==> config.mk <==
export PLATFORM = sky130hd
export DESIGN_NAME = alu_seq_ctrl
export DESIGN_NICKNAME = d
export VERILOG_FILES = /design/src/rtl/alu_seq_ctrl.sv
export SDC_FILE = /design/constraint.sdc
export NUM_CORES = 1
export LEC_CHECK = 0
export BUFFER_PORTS_ARGS = -buffer_cell sky130_fd_sc_hd__buf_2
export CAP_MARGIN = 20
export CORE_ASPECT_RATIO = 0.75
export CORE_MARGIN = 2
export CORE_UTILIZATION = 51
export DETAILED_ROUTE_END_ITERATION = 6
export PLACE_DENSITY = 0.86
export SETUP_SLACK_MARGIN = 0.1
export SYNTH_ARGS = -nofsm -noshare
export SYNTH_HDL_FRONTEND = slang
export SYNTH_SLANG_ARGS = --single-unit
==> constraint.sdc <==
create_clock -name clk -period 2.35 [get_ports clk]
set_input_delay 0.47 -clock clk [delete_from_list [all_inputs] [get_ports clk]]
set_output_delay 0.47 -clock clk [all_outputs]
set_load 0.02 [all_outputs]
==> src/rtl/alu_seq_ctrl.sv <==
// Nibble-serial add/subtract sequencer driving an external combinational 4-bit AU.
// Optional macro ALU_SEQ_OVF_EN adds a registered signed-overflow output (ovf).
module alu_seq_ctrl #(
  parameter  int NIBBLES = 4,
  localparam int W       = 4 * NIBBLES,
  localparam int IW      = $clog2(NIBBLES)
) (
  input  logic         clk,
  input  logic         rst,
  input  logic         start,
  input  logic [1:0]   op,
  input  logic [W-1:0] a,
  input  logic [W-1:0] b,
  input  logic         c_in,
  output logic         busy,
  output logic         done,
  output logic [W-1:0] result,
  output logic         c_out,
`ifdef ALU_SEQ_OVF_EN
  output logic         ovf,
`endif
  output logic [3:0]   au_a,
  output logic [3:0]   au_b,
  output logic [1:0]   au_s,
  output logic         au_cin,
  input  logic [3:0]   au_result,
  input  logic         au_cout
);

  typedef enum logic [1:0] {IDLE, RUN, DONE} state_t;

  typedef struct packed {
    logic [NIBBLES-1:0][3:0] a;
    logic [NIBBLES-1:0][3:0] b;
    logic                    sub;
  } req_t;

  localparam logic [IW-1:0] LAST = IW'(NIBBLES - 1);

  state_t                  state;
  req_t                    req;
  logic [IW-1:0]           idx;
  logic                    carry;
  logic [NIBBLES-1:0][3:0] res_q;

  assign result = res_q;

  always_comb begin
    au_a   = '0;
    au_b   = '0;
    au_s   = '0;
    au_cin = 1'b0;
    if (state == RUN) begin
      au_a   = req.a[idx];
      au_b   = req.b[idx];
      au_s   = req.sub ? 2'b10 : 2'b01;
      au_cin = carry;
    end
  end

`ifdef ALU_SEQ_OVF_EN
  // Carry into the MSB is recovered from the MSB sum bit: c3 = a3 ^ b3' ^ s3.
  logic b_msb;
  assign b_msb = req.sub ? ~au_b[3] : au_b[3];
`endif

  always_ff @(posedge clk or posedge rst) begin
    if (rst) begin
      state <= IDLE;
      req   <= '0;
      idx   <= '0;
      carry <= 1'b0;
      res_q <= '0;
      c_out <= 1'b0;
      busy  <= 1'b0;
      done  <= 1'b0;
`ifdef ALU_SEQ_OVF_EN
      ovf   <= 1'b0;
`endif
    end else begin
      done <= 1'b0;
      case (state)
        IDLE: if (start) begin
          req.a   <= a;
          req.b   <= b;
          req.sub <= op[1];
          idx     <= '0;
          // ADD -> 0, SUB -> 1 (no borrow), ADC/SBB -> caller's carry
          carry   <= op[0] ? c_in : op[1];
          busy    <= 1'b1;
          state   <= RUN;
        end
        RUN: begin
          res_q[idx] <= au_result;
          carry      <= au_cout;
          if (idx == LAST) begin
            c_out <= au_cout;
`ifdef ALU_SEQ_OVF_EN
            ovf   <= au_a[3] ^ b_msb ^ au_result[3] ^ au_cout;
`endif
            idx   <= '0;
            done  <= 1'b1;
            state <= DONE;
          end else begin
            idx <= idx + 1'b1;
          end
        end
        DONE: begin
          busy  <= 1'b0;
          state <= IDLE;
        end
        default: begin
          busy  <= 1'b0;
          state <= IDLE;
        end
      endcase
    end
  end

endmodule

==> metrics.md <==
| Metric | Value |
|---|---|
| Routed vias | 1,589 |
| Post-CTS Hold Fix Bufs | 0 |
| H-tree depth | 3 |
| Num CTS Buffers | 9 |
| Critical path's top delay family | simple AND/OR/NAND/NOR gates |
| Headroom to the max-slew limit | 66.2% |
| 1st-pass router iterations | 4 |
| Synthesized flop and latch total | 57 |
| Max Cap Violations | 0 |
| Worst Clk Skew | 0.00557 ns |
| Count of unique library cells instantiated by Yosys | 26 |
| Number of port buffers | 72 |
| Pin count of the biggest net entering global routing | 36 |
| Syn Area/Cell | 15.6 um^2 |
| Critical Path Sink Type | output port |
| Hold Crit Class | input pin to async pin |
| CP Launch Type | flop |
| Minimum clock period | 2.18 ns |
| Die Y | 64.9 um |
| XOR/XNOR Fraction of Synth Area | 0% |
| Simple-Gate Fraction of Synth Area | 6.50% |
| Total grt overflow | 0 |
| Compound-Gate Fraction of Synth Area | 1.74% |
| Fin util | 66.1% |
| Area of the mapped netlist | 2520 um^2 |
| Area grow syn2layout | 26.3% |
| Peak Freq | 459 MHz |
| Total global-route track usage | 19.3% |
| Vias in the first global route | 1,619 |
| Synth area leader | dfrtp_1 |
| DP Worst Slack | 0.540 ns |
| Fin Setup TNS | 0 ns |
| Maximum fanout along the worst path | 12 |
| Core area | 4820 um^2 |
| Top cells by area, synth | dfrtp_1 (57%), mux2_2 (22%), mux4_2 (7.1%) |
| Vias/cell | 5.14 |
| Routed Antenna Nets | 0 |
| Worst-Margin Slew | 0.506 ns |
| Clock buffer depth | 2 |
| Final wirelength | 4.92 mm |
| CP bufs+invs | 1 |
| Diodes inserted | 0 |
| DR WL/cell | 15.9 um |
| Filler instances | 349 |
| Buffers inserted by post-CTS timing repair | 0 |
| Syn_nets | 209 |
| CTS sink cnt | 57 |
| Worst setup margin | 0.173 ns |
| Slowest cell delay on critical path | 0.59 ns |
| Sequential-to-total area share from yosys stat | 56.6% |
| Final HPWL DP | 3.51 mm |
| Worst-path clk slew | 0.06 ns |
| Peak supply drop | 0.724 mV |
| Iter 0 DRT Violations | 63 |
| Finished Layout Cells | 309 |
| Cells after DPL | 293 |
| YS warnings | 0 |
| Worst path required time | 1.88 ns |
| Clk Latency, worst-skew pair | 0.33 ns |
| Die X | 85.2 um |
| CTS tree | yes |
| Slowest stage cell, crit path | dfrtp_1 |
| Clock Tree Root | clkbuf_8 |
| Initial antenna violation count | 0 |
| Total leakage power | 1.51 nW |
| RSZ-0062 raised after global routing | false |
| Final Max Tran Viols | 0 |
| Status | complete, no violations |
| WHS | 0.165 ns |
| First-pass GRT wire length | 8.01 mm |
| DIE AREA | 5530 um^2 |
| DRC viols | 0 |
| Synth Instances | 162 |
| CP Data Arrival Time | 1.71 ns |
| Layout cells sized above 1 | 61.0% |
| Crit Path Category | flop to output port |
| Largest family of logic cells by synthesized area | multiplexers |
| Cell breakdown of the critical path | and2b_1 -> and2_1 -> buf_2 |
| Post-synthesis adder-cell area fraction | 1.99% |
| Share of the synthesized area in the top cell type | 56.6% |
| Final number of hold-violating endpoints | 0 |
| Final setup vio count | 0 |
| Num ports | 73 |
| Post-synthesis mux area share | 29.9% |
| Final Cycle Share | 92.7% |
| RePlAce Congestion | 0.735 |
| Starting Density | 52.3% |
| Nets | 291 |
| Post-CTS sizing | 0 |
| Pwr per Cell Area | 1540 nW/um^2 |
| Std cell rows | 22 |
metal layers:
| metal | vias up | GRT usage [%] | routed length [um] |
|---|---|---|---|
| met2 | 33 | 30.3 | 2500 |
| met1 | 808 | 25.9 | 2180 |
| met5 | - | 0 | 0 |
| li1 | 744 | - | - |
| met3 | 4 | 5.86 | 204 |
| met4 | 0 | 6.75 | 40 |
synth_stat cells:
library cell / instances
nand2b_1: 2
and2_1: 10
nor2_1: 1
buf_4: 1
nand3b_2: 1
a21oi_1: 1
mux2_2: 49
dfrtp_1: 57
o22ai_1: 1
mux4_2: 8
buf_2: 2
buf_6: 3
nand3b_1: 4
and3b_1: 1
nor3b_4: 1
a221o_1: 1
mux2_1: 2
and2b_1: 1
nor4b_1: 1
ha_1: 4
inv_1: 6
o21bai_1: 1
clkbuf_1: 1
o31ai_1: 1
clkbuf_2: 1
a21o_1: 1
per-stage QoR:
stage	total power [W]	area (um^2)
finish	0.00489	3180
global route	0.00520	3180
CTS	0.00494	3180
detailed placement	0.00390	2960
global placement	0.00382	2960
floorplan	0.00331	2520
sequential cells by signal (all words and copies together) (netlist names):
name and flops:
idx 2, carry 1, busy 1, done 1
result 16, c_out 1, req 33, state 2
worst register-to-register path: stages (launching register included):
cell and delay (ns):
dfrtp_1 0.52, nor3b_4 0.22, buf_4 0.42, mux2_2 0.41
power breakdown:
| part | internal [W] | switching (W) |
|---|---|---|
| logic | 0.00108 | 0.00103 |
| registers | 0.00148 | 0.000290 |
| clock network | 0.000656 | 0.000351 |
cells by family (layout without fill, tap and decap cells):
family                   Yosys count  in the layout
AO/OA/AOI/OAI                      6              6
adder cells (fa/ha/maj)            4              4
buffers and inverters             14            101
flip-flops                        57             57
multiplexers                      59             59
AND/OR/NAND/NOR                   22             22
layout make-up:
type / instances / area, um^2 / share of cell area, %
timing repair buffer: 79 / 425 / 13.4
clock buffer: 14 / 163 / 5.11
clock inverter: 2 / 60.1 / 1.89
sequential: 57 / 1430 / 44.8
tap: 60 / 75.1 / 2.36
multi-input combinational: 91 / 1010 / 31.8
inverter: 6 / 22.5 / 0.707
placed cells by master, fill, tap and decap left out, types with 2 or more instances in the layout:
cell and instances:
buf_2 72, dfrtp_1 57, mux2_2 49, clkbuf_8 11
and2_1 10, mux4_2 8, buf_4 6, inv_1 5
nand3b_1 4, ha_1 4, clkbuf_1 3, mux2_1 2
nand2b_1 2, bufinv_16 2
path summary, 6_finish.rpt:
kind                               start        end  slack [ns]  depth (start not counted)
worst max-delay path            state[0]    au_b[3]        0.17                          3
worst min-delay path                 rst  result[9]        0.17                          2
worst max register to register  state[0]     req[1]        0.66                          3
worst min register to register   req[32]    req[32]        0.50                          1
max in group asynchronous            rst    req[24]        1.61                          3
min in group clk                   a[15]    req[32]        0.37                          2
No activity file was read; power rests on OpenSTA's default activity.
